--- src/rtl/reg_serial_reader.sv ---
// Captures a parallel register word on start and streams it LSB-first over a
// ready/valid single-bit channel, optionally followed by an even-parity bit.
module reg_serial_reader #(
    parameter int unsigned WIDTH     = 16,
    parameter bit          PARITY_EN = 1'b1
) (
    input  logic             clk,
    input  logic             rst,
    input  logic             start,
    input  logic [WIDTH-1:0] din,
    input  logic             bit_ready,
    output logic             bit_out,
    output logic             bit_valid,
    output logic             bit_last,
    output logic             busy,
    output logic             done
);

    localparam int unsigned CW = $clog2(WIDTH + 1);

    localparam logic [1:0] ST_IDLE   = 2'd0;
    localparam logic [1:0] ST_SEND   = 2'd1;
    localparam logic [1:0] ST_PARITY = 2'd2;

    localparam logic [CW-1:0] LAST_IDX = CW'(WIDTH - 1);

    logic [1:0]       r_state;
    logic [WIDTH-1:0] r_shift;
    logic [CW-1:0]    r_cnt;
    logic             r_par;
    logic             r_bit_out;
    logic             r_bit_valid;
    logic             r_bit_last;
    logic             r_busy;
    logic             r_done;

    logic [WIDTH-1:0] w_shift_next;
    logic [CW-1:0]    w_cnt_next;
    logic             w_xfer;
    logic             w_data_end;
    logic             w_frame_end;

    assign w_shift_next = r_shift >> 1;
    assign w_cnt_next   = r_cnt + CW'(1);
    assign w_xfer       = r_bit_valid && bit_ready;
    assign w_data_end   = (r_state == ST_SEND) && (r_cnt == LAST_IDX);
    // The frame ends on the last data bit only when no parity trailer follows.
    assign w_frame_end  = w_xfer && ((w_data_end && !PARITY_EN) || (r_state == ST_PARITY));

    always_ff @(posedge clk) begin
        if (rst) begin
            r_state     <= ST_IDLE;
            r_shift     <= '0;
            r_cnt       <= '0;
            r_par       <= 1'b0;
            r_bit_out   <= 1'b0;
            r_bit_valid <= 1'b0;
            r_bit_last  <= 1'b0;
            r_busy      <= 1'b0;
            r_done      <= 1'b0;
        end else begin
            r_done <= 1'b0;
            if (w_frame_end) begin
                r_state     <= ST_IDLE;
                r_bit_out   <= 1'b0;
                r_bit_valid <= 1'b0;
                r_bit_last  <= 1'b0;
                r_busy      <= 1'b0;
                r_done      <= 1'b1;
            end else begin
                case (r_state)
                    ST_IDLE: begin
                        if (start) begin
                            r_shift     <= din;
                            r_par       <= ^din;
                            r_cnt       <= '0;
                            r_state     <= ST_SEND;
                            r_bit_out   <= din[0];
                            r_bit_valid <= 1'b1;
                            r_bit_last  <= !PARITY_EN && (WIDTH == 1);
                            r_busy      <= 1'b1;
                        end
                    end
                    ST_SEND: begin
                        if (w_xfer) begin
                            if (w_data_end) begin
                                r_state    <= ST_PARITY;
                                r_bit_out  <= r_par;
                                r_bit_last <= 1'b1;
                            end else begin
                                r_shift    <= w_shift_next;
                                r_cnt      <= w_cnt_next;
                                r_bit_out  <= w_shift_next[0];
                                r_bit_last <= !PARITY_EN && (w_cnt_next == LAST_IDX);
                            end
                        end
                    end
                    ST_PARITY: begin
                        // Transfer of the parity bit is handled by w_frame_end.
                    end
                    default: r_state <= ST_IDLE;
                endcase
            end
        end
    end

    assign bit_out   = r_bit_out;
    assign bit_valid = r_bit_valid;
    assign bit_last  = r_bit_last;
    assign busy      = r_busy;
    assign done      = r_done;

endmodule

--- config.mk ---
export PLATFORM = sky130hd
export DESIGN_NAME = reg_serial_reader
export DESIGN_NICKNAME = d
export VERILOG_FILES = /design/src/rtl/reg_serial_reader.sv
export SDC_FILE = /design/constraint.sdc
export NUM_CORES = 1
export LEC_CHECK = 0
export CAP_MARGIN = 15
export CORE_MARGIN = 2
export CORE_UTILIZATION = 51
export CTS_CLUSTER_SIZE = 12
export DETAILED_ROUTE_END_ITERATION = 16
export GPL_ROUTABILITY_DRIVEN = 0
export HOLD_SLACK_MARGIN = 0.08
export PLACE_DENSITY = 0.78
export SETUP_SLACK_MARGIN = 0.2
export SLEW_MARGIN = 0
export SYNTH_ARGS = -nofsm -noshare
export SYNTH_HDL_FRONTEND = slang
export SYNTH_SLANG_ARGS = --single-unit
--- constraint.sdc ---
create_clock -name clk -period 2.2 [get_ports clk]
set_input_delay 0.33 -clock clk [delete_from_list [all_inputs] [get_ports clk]]
set_output_delay 0.33 -clock clk [all_outputs]
set_load 0.005 [all_outputs]
After elaboration in Yosys (flattened, before gate mapping)
Cells that the tools add are included.
- input bits: 20
- output and inout port bits: 5
- word-level logic and storage cells: 51
- register bits after elaboration: 28
- reductions and logical operators: 12
- eq/ne operators: 7
- bitwise operators: 2
- muxes and demuxes: 21
- add/subtract/negate cells: 1
- operators with widths (operator ; number):
    $mux W16 ; 3
    $pmux W16 S2 ; 1
    $reduce_xor A16 Y1 ; 1
    $mux W5 ; 3
    $pmux W5 S2 ; 1
    $ne A2 B2 Y1 const B ; 4
    $mux W1 ; 7
    $mux W2 ; 3
    $pmux W2 S3 ; 1
    $reduce_and A3 Y1 ; 2
    $add A5 B1 Y5 const B ; 1
    $eq A5 B4 Y1 const B ; 1
    $reduce_and A5 Y1 ; 1
    $pmux W1 S2 ; 2
    $reduce_and A4 Y1 ; 1
    $logic_and A1 B1 Y1 ; 3
    $eq A2 B1 Y1 const B ; 1
    $eq A2 B2 Y1 const B ; 1
    $logic_not A2 Y1 ; 1
    $not A1 Y1 ; 2
    $reduce_and A2 Y1 ; 1
    $reduce_bool A2 Y1 ; 1
    $reduce_or A2 Y1 ; 1

Depth between registers and ports, before layout
Gate-level depths: netlist of run 1.
- depth in word-level cells: 5
- mapped depth: 8
- depth with buffers taken out: 8

Least setup slack after synthesis of run 1
OpenSTA, ideal clock, no wires.
- path type: reg2reg
- start: reg r_cnt[0]
- end: reg r_shift[10]
- slack: 348 ps
- arrival: 1716 ps
- buffers on the path: 2
- period minus slack after synthesis: 1852 ps
- setup time: 136 ps
- cell stages (with the launch flop): 9
- required time: 2064 ps
- cell sequence: dfxtp_1 -> ha_1 -> and3_1 -> ha_1 -> nand4b_2 -> a21oi_2 -> buf_4 -> buf_4 -> a211oi_1
- cells in the longest elaborated chain, start to end: 4
- RTL lines (what ; line ; source):
    start: declaration ; 29 ; logic [CW-1:0] r_cnt;
    start signal: assignment ; 92 ; r_cnt <= w_cnt_next;
    $eq A5 B4 Y1 ; 46 ; assign w_data_end = (r_state == ST_SEND) && (r_cnt == LAST_IDX);
    $logic_and A1 B1 Y1 ; 46 ;
    $ne A2 B2 Y1 (no source line) ; -- ;
    $reduce_and A5 Y1 (no source line) ; -- ;
    end signal: assignment ; 74 ; r_shift <= din;
    end signal: assignment ; 91 ; r_shift <= w_shift_next;
    end: declaration ; 28 ; logic [WIDTH-1:0] r_shift;
Every way passes these cells.
A chain may end at the register's enable or synchronous reset.

Worst setup path in the final report of run 1
- start: reg r_cnt[0]
- end: reg r_shift[8]
The elaborated chain is that of the path after synthesis.

==> results by group, run 1 <==
Synth
  – Main combinational cell family by area after synthesis: simple AND/OR/NAND/NOR gates
  – Post-Synth Adder-Cell Area: approximately 1.9%
  – Post-synthesis sequential area ratio: 40.6%
  – XOR/XNOR Fraction of Synth Area: between 10% and 20%
  – Syn Area/Cell: 9.32 µm²
  – Syn Inst Count: 143
  – Post-Synth Simple-Gate Area: 16.7%
  – Synth Area in Compound Gates: between 10% and 20%
  – Syn_nets: 165
  – Netlist Area Pre-Place: roughly 1300 µm²
  – Yosys reg bits: 27
  – Multiplexer share of the synthesized area: roughly an eighth
  – Share of flip-flops with an asynchronous set or reset: 0%
  – Netlist cell types: 27
  – Post-synth EDFFs: 0
  – Synth warnings: 0
  – Top FF cell, synth: dfxtp_1

Global routing
  – Total global-route track usage: a little over a fifth
  – Largest net degree at the start of global routing: 20
  – GRT Residual Overflow: 0
  – Initial antenna violation count: 0
  – Vias in the first global route: 1081
  – First-pass GRT wire length: 4590 µm

CTS
  – Hold buffer count at cts: 0
  – Clock Tree Root: clkbuf_4
  – H-tree Lvls: 1
  – Clk_lat worst skew: 0.32 ns
  – Worst-path clk slew: 0.15 ns
  – Clk buf depth: 2
  – Clock tree from TritonCTS: done
  – CTS buffer count: 3
  – Sink Count: 27

STA
  – Min Hold Slack: 0.508 ns
  – Tmin final: 1.92 ns
  – Final Slew Violations: 0
  – Final Hold Vio Count: 0
  – F_max: 520 MHz
  – Worst Skew: 0.0132 ns
  – Relative slew slack: 80.3%
  – RSZ-0062 raised after global routing: no
  – Fin Setup TNS: 0 ns
  – Slew @ Worst Pin: approximately 0.29 ns
  – Setup Viol. Count Final: 0
  – Fin crit share: 87.3%

Final layout
  – Utilization after layout: a little over 70%
  – # diodes: 0
  – Synth-to-layout area growth: 33.2%
  – Fraction of layout cells with a size suffix above 1: 14.0%
  – Nets@finish: 195
  – Fillers: 199

Setup path
  – Worst Reg-to-Reg Cells: 9
  – Top Family by Delay on Critical Path: compound AO/OA/AOI/OAI gates
  – Setup slack, reg-to-reg: 0.28 ns
  – Worst path arrival time: roughly 2.2 ns
  – CP Capture Type: register
  – Crit path depth: 9
  – Worst R2R Start: r_cnt[0]
  – Max stage delay cell, worst path: dfxtp_2
  – Critical R2R Capture: r_shift[8]
  – Critical path required time: roughly 2.4 ns
  – Max Fanout on Critical Path: 7
  – Crit path buffers/inverters: 2
  – Crit Path Class: reg2reg
  – Crit start category: register
  – CP max stage delay: 0.36 ns
  – Critical Path, Cell by Cell: ha_2 -> and3_4 -> ha_4 -> nand4b_4 -> a21oi_4 -> buf_12 -> clkbuf_16 -> nor2_1 -> a211oi_1

Place
  – Port buffer count: 24
  – Final HPWL DP: 1970 µm

Power
  – P_leak: 0.670 nW
  – Power Dens Cells: 599 nW/µm²
  – Clk network pwr share: 20.0%
  – Psw: 299 µW
  – Comb power frac: 28.5%
  – Sequential Power Share: 51.5%
  – Switch share: approximately 28%
  – Maximum VDD drop: 0.514 mV
  – Cell Int Power: 765 µW
  – Power Total: 1.06 mW

Routing
  – Drt via density: about 5.6
  – Detail Route Antenna Nets: 0
  – TritonRoute pass-1 iters: 5
  – WL/cell: about 14 µm
  – DR iter-0 viols: 22
  – Overall routed net length: 2880 µm
  – Via count: 1122
  – DRC Markers: 0

Floorplanning
  – Cell row count: 18
  – Die height: 55.1 µm
  – Core box area: around 2500 µm²
  – Num ports: 25
  – DIE WIDTH: 55.1 µm
  – Die area: 3040 µm²
  – Starting Density: a little over half

Hold path
  – Startpoint of the worst hold path: r_shift[1]
  – HP Class: reg2reg
  – WHS Path Cells: 2
  – Hold EP: r_shift[1]

Job
  – Max-capacitance violation count: 0

Outcome
  – Outcome: finished, final reports clean
==> power by group through the flow <==
stage	sequential, mW	clock, mW	combinational, mW
6_report	0.548	0.213	0.303
5_1_grt	0.553	0.233	0.331
4_1_cts	0.547	0.220	0.280
3_5_place_dp	0.557	0	0.261
3_3_place_gp	0.556	0	0.253
2_1_floorplan	0.552	0	0.177
==> logic make-up (layout without fill, tap and decap cells) <==
| kind of cell | count (synthesis) | count (layout) |
|---|---|---|
| AND/OR/NAND/NOR | 47 | 47 |
| flip-flops | 27 | 27 |
| AO/OA/AOI/OAI | 25 | 25 |
| XOR/XNOR | 17 | 17 |
| multiplexers | 16 | 16 |
| buffers and inverters | 9 | 38 |
| adder cells (fa/ha/maj) | 2 | 2 |
==> cells in the final DEF (no fill, tap or decap), types with 4 or more instances in the layout <==
cell,n
a211oi_1,12
a211oi_2,4
nor2_1,29
clkdlybuf4s50_1,24
buf_4,5
xor2_1,4
mux2i_1,16
dfxtp_1,25
xnor2_1,13
==> routing by layer <==
layer / vias to the layer above / routed length, µm / GRT usage, %
met5: - / 0 / 0
met2: 35 / 1500 / 39.1
met3: 6 / 153 / 6.72
met4: 0 / 36 / 4.07
met1: 526 / 1190 / 23.8
li1: 555 / - / -
==> worst reg2reg max path: stages (launching register included) <==
cell	delay, ns
dfxtp_2	0.36
ha_2	0.18
and3_4	0.18
ha_4	0.17
nand4b_4	0.19
a21oi_4	0.22
buf_12	0.14
clkbuf_16	0.14
nor2_1	0.04
a211oi_1	0.22
==> Yosys cell counts, types with 2 or more instances <==
cell / instances / area share (%)
nor2_1: 29 / 8.2
dfxtp_1: 27 / 41
mux2i_1: 16 / 12
a211oi_1: 15 / 8.5
xnor2_1: 13 / 8.5
buf_4: 5 / 2.8
xor2_1: 4 / 2.6
a21oi_1: 3 / 1.1
nand2_1: 3 / 0.85
nand3_1: 3 / 1.1
nor3_1: 3 / 1.1
a22oi_1: 2 / 1.1
clkbuf_1: 2 / 0.56
ha_1: 2 / 1.9
nand2b_1: 2 / 0.94
nor2b_1: 2 / 0.94
o21ai_0: 2 / 0.75
==> worst max-delay path by stage <==
stage                         from           to
after floorplan           r_cnt[0]  r_shift[10]
after global placement    r_cnt[0]  r_shift[12]
after detailed placement  r_cnt[0]  r_shift[14]
after CTS                 r_cnt[0]  r_shift[10]
after global routing      r_cnt[0]   r_shift[8]
final                     r_cnt[0]   r_shift[8]
==> timing repair <==
item / 4_1_cts / 5_1_grt
setup endpoints to repair: 15 / 17
hold endpoints to repair: 0 / 0
setup buffers: 0 / 2
cloned: 1 / 1
gates resized for setup: 2 / 9
pin swaps: 1 / 4
==> per-stage QoR <==
stage	cells	cell area, µm²	setup WS (ns)
global route	202	1780	0.178
finish	202	1780	0.279
global placement	194	1610	0.235
detailed placement	194	1610	0.141
floorplan	143	1330	0.348
CTS	199	1690	0.230
==> cell type report <==
class	count	area, µm²	area share (%)
multi-input cells	107	790	44.5
flip-flops and latches	27	543	30.6
repair buffers	33	375	21.1
well taps	30	37.5	2.11
clock buffers	4	26.3	1.48
inverters	1	3.75	0.211
==> state kept, by name, indices dropped and copies added (netlist names) <==
register  count
r_shift      15
r_cnt         5
r_state       2
bit_last      1
bit_out       1
busy          1
done          1
r_par         1
Note: power is estimated with default switching activity, not from simulation.
==> run 2: changes to the inputs <==
--- a/config.mk
+++ b/config.mk
@@ -7,13 +7,13 @@
 export LEC_CHECK = 0
 export CAP_MARGIN = 15
 export CORE_MARGIN = 2
-export CORE_UTILIZATION = 51
+export CORE_UTILIZATION = 53
+export CTS_BUF_LIST = sky130_fd_sc_hd__clkbuf_8
 export CTS_CLUSTER_SIZE = 12
 export DETAILED_ROUTE_END_ITERATION = 16
 export GPL_ROUTABILITY_DRIVEN = 0
 export HOLD_SLACK_MARGIN = 0.08
-export PLACE_DENSITY = 0.78
-export SETUP_SLACK_MARGIN = 0.2
+export PLACE_DENSITY = 0.81
 export SLEW_MARGIN = 0
 export SYNTH_ARGS = -nofsm -noshare
 export SYNTH_HDL_FRONTEND = slang
==> run 2 against run 1 <==
Flip-flop and latch count is the same. Maximum frequency shrank 7.1%. Power grew 1.2%. Count of clock-buffer cells in the layout decreased by 1. Via count is 4.6% lower. Largest power group unchanged. Global-route usage fell by 1.0 points. Cell area down 7.2%. Combinational power shrank 16%. Worst setup slack lost 0.15 ns. First-iteration DRC count fell by 50%. Wire length is 8.6% lower. Highest routed layer unchanged. Largest cell class unchanged.
==> results by group, run 2 (same netlist as run 1, synthesis figures left out) <==
Setup path
  – CP Capture Type: register (unchanged)
  – Max Fanout on Critical Path: 29 (was 7)
  – Critical Path, Cell by Cell: ha_1 -> and3_1 -> ha_1 -> nand4b_2 -> a21oi_4 -> buf_12 -> nor2_1 -> a211oi_1 (was ha_2 -> and3_4 -> ha_4 -> nand4b_4 -> a21oi_4 -> buf_12 -> clkbuf_16 -> nor2_1 -> a211oi_1)
  – Top Family by Delay on Critical Path: simple AND/OR/NAND/NOR gates (was compound AO/OA/AOI/OAI gates)
  – Crit start category: register (unchanged)
  – Max stage delay cell, worst path: dfxtp_1 (was dfxtp_2)
  – CP max stage delay: 0.35 ns (was 0.36 ns)
  – Critical path required time: 2.37 ns (was 2.43 ns)
  – Crit path buffers/inverters: 1 (was 2)
  – Worst path arrival time: 2.24 ns (was 2.15 ns)
  – Crit Path Class: reg2reg (unchanged)
  – Most Frequent Cell on Critical Path: ha_1

Final layout
  – Commonest non-fill, non-tap cell in the layout: nor2_1 (unchanged)
  – Largest Register: r_shift (unchanged)
  – Most frequent cells in the layout: nor2_1 (29), dfxtp_1 (27), clkdlybuf4s50_1 (24) (was nor2_1 (29), dfxtp_1 (25), clkdlybuf4s50_1 (24))
  – Synth-to-layout area growth: 23.7% (was 33.2%)
  – Nets@finish: 189 (was 195)
  – Fraction of layout cells with a size suffix above 1: 6.02% (was 14.0%)
  – # diodes: 0 (unchanged)
  – Max FFs per register: 15 (unchanged)
  – Largest regs: r_shift (15), r_cnt (5), r_state (2) (unchanged)

Global routing
  – Total global-route track usage: 20.1% (was 21.2%)
  – Initial antenna violation count: 0 (unchanged)
  – Vias in the first global route: 1026 (was 1081)
  – First-pass GRT wire length: 4280 µm (was 4590 µm)
  – GRT Residual Overflow: 0 (unchanged)
  – Largest net degree at the start of global routing: 30 (was 20)

Floorplanning
  – Die area: 2930 µm² (was 3040 µm²)
  – Core box area: 2430 µm² (was 2480 µm²)
  – Die height: 54.1 µm (was 55.1 µm)
  – Num ports: 25 (unchanged)
  – Cell row count: 18 (unchanged)
  – Starting Density: 54.8% (was 53.8%)
  – DIE WIDTH: 54.1 µm (was 55.1 µm)

Place
  – Port buffer count: 24 (unchanged)
  – Final HPWL DP: 1980 µm (was 1970 µm)

STA
  – RSZ-0062 raised after global routing: no (unchanged)
  – Fin Setup TNS: 0 ns (unchanged)
  – Tmin final: 2.07 ns (was 1.92 ns)
  – F_max: 483 MHz (was 520 MHz)
  – Relative slew slack: 66.8% (was 80.3%)
  – Fin crit share: 94.0% (was 87.3%)
  – Slew @ Worst Pin: 0.496 ns (was 0.294 ns)
  – Setup Viol. Count Final: 0 (unchanged)
  – Final Slew Violations: 0 (unchanged)
  – Final Hold Vio Count: 0 (unchanged)
  – Worst Skew: 0.00323 ns (was 0.0132 ns)

CTS
  – Hold buffer count at cts: 0 (unchanged)
  – Sink Count: 27 (unchanged)
  – Clock tree from TritonCTS: done (unchanged)
  – Clk_lat worst skew: 0.27 ns (was 0.32 ns)
  – Post-cts sizing count: 0 (was 2)
  – Clk buf depth: 2 (unchanged)
  – H-tree Lvls: 1 (unchanged)
  – Worst-path clk slew: 0.09 ns (was 0.15 ns)
  – Setup Fix Bufs, Post-CTS: 0 (unchanged)
  – CTS buffer count: 3 (unchanged)
  – Clock Tree Root: clkbuf_8 (was clkbuf_4)

Power
  – P_leak: 0.618 nW (was 0.670 nW)
  – Switch share: 27.0% (was 28.1%)
  – Cell Int Power: 786 µW (was 765 µW)
  – Power Dens Cells: 653 nW/µm² (was 599 nW/µm²)
  – Comb power frac: 23.8% (was 28.5%)
  – Power Total: 1.08 mW (was 1.06 mW)
  – Psw: 291 µW (was 299 µW)
  – Maximum VDD drop: 0.488 mV (was 0.514 mV)
  – Sequential Power Share: 50.9% (was 51.5%)
  – Clk network pwr share: 25.3% (was 20.0%)

Hold path
  – HP Class: reg2reg (unchanged)

Job
  – Max-capacitance violation count: 0 (unchanged)

Routing
  – Drt via density: 5.46 (was 5.55)
  – DR iter-0 viols: 11 (was 22)
  – Via count: 1070 (was 1122)
  – Detail Route Antenna Nets: 0 (unchanged)
  – WL/cell: 13.4 µm (was 14.3 µm)
  – DRC Markers: 0 (unchanged)
  – Overall routed net length: 2630 µm (was 2880 µm)
  – TritonRoute pass-1 iters: 4 (was 5)

Outcome
  – Outcome: finished, final reports clean (unchanged)
==> run 2: cell types whose count changed in the layout (fill, tap and decap cells not counted), sizes merged <==
cell	change
inv	+1
buf	-4
bufbuf	-1
clkbuf	-2
==> run 2: cell type report <==
class                      instances  area, µm²
fill                             203        785
multi-input combinational        107        746
sequential                        27        541
timing repair buffer              27        275
clock buffer                       3       41.3
tap                               30       37.5
clock inverter                     1       3.75
inverter                           1       3.75
==> run 2: power groups by stage <==
stage | clock [mW] | combinational [mW] | sequential, mW
floorplan | 0 | 0.177 | 0.552
global placement | 0 | 0.247 | 0.557
detailed placement | 0 | 0.256 | 0.559
CTS | 0.277 | 0.256 | 0.548
global route | 0.295 | 0.283 | 0.552
finish | 0.272 | 0.256 | 0.548
==> run 2: metal layers <==
metal / share of wire (%) / up-vias / global-route usage, %
met5: 0 / - / 0
met4: 0.38 / 0 / 6.25
met3: 3.7 / 2 / 3.61
met2: 50 / 24 / 37.1
met1: 46 / 498 / 23.2
li1: - / 546 / -
==> run 2: metrics by stage <==
| step | utilization [%] | setup WS [ns] | hold slack, ns | instances | instance area, µm² |
|---|---|---|---|---|---|
| finish | 67.7 | 0.131 | 0.507 | 196 | 1650 |
| global route | 67.7 | 0.00955 | 0.525 | 196 | 1650 |
| CTS | 67.4 | 0.0882 | 0.506 | 196 | 1640 |
| detailed placement | 65.6 | 0.121 | 0.494 | 192 | 1600 |
| global placement | 65.6 | 0.248 | 0.474 | 192 | 1600 |
| floorplan | - | 0.348 | 0.403 | 143 | 1330 |
==> run 2: path summary, 6_finish.rpt <==
check | from | to | slack, ns | cells past startpoint
worst max-delay path | r_cnt[0] | r_shift[5] | 0.13 | 8
worst min-delay path | r_shift[3] | r_shift[3] | 0.51 | 2
worst max register to register | r_cnt[0] | r_shift[5] | 0.13 | 8
worst min register to register | r_shift[3] | r_shift[3] | 0.51 | 2
==> run 2: worst reg2reg max path: stages, from the launching register on <==
cell      delay, ns
dfxtp_1        0.35
ha_1           0.22
and3_1         0.18
ha_1           0.23
nand4b_2       0.27
a21oi_4        0.23
buf_12         0.19
nor2_1         0.06
a211oi_1       0.25
==> run 3: changes to the inputs <==
--- a/config.mk
+++ b/config.mk
@@ -9,9 +9,8 @@
 export CORE_MARGIN = 2
 export CORE_UTILIZATION = 53
 export CTS_BUF_LIST = sky130_fd_sc_hd__clkbuf_8
-export CTS_CLUSTER_SIZE = 12
+export CTS_CLUSTER_SIZE = 16
 export DETAILED_ROUTE_END_ITERATION = 16
-export GPL_ROUTABILITY_DRIVEN = 0
 export HOLD_SLACK_MARGIN = 0.08
 export PLACE_DENSITY = 0.81
 export SLEW_MARGIN = 0
==> results of run 3 <==
Same layout as run 2: the final DEF is identical, and so are final timing and power.
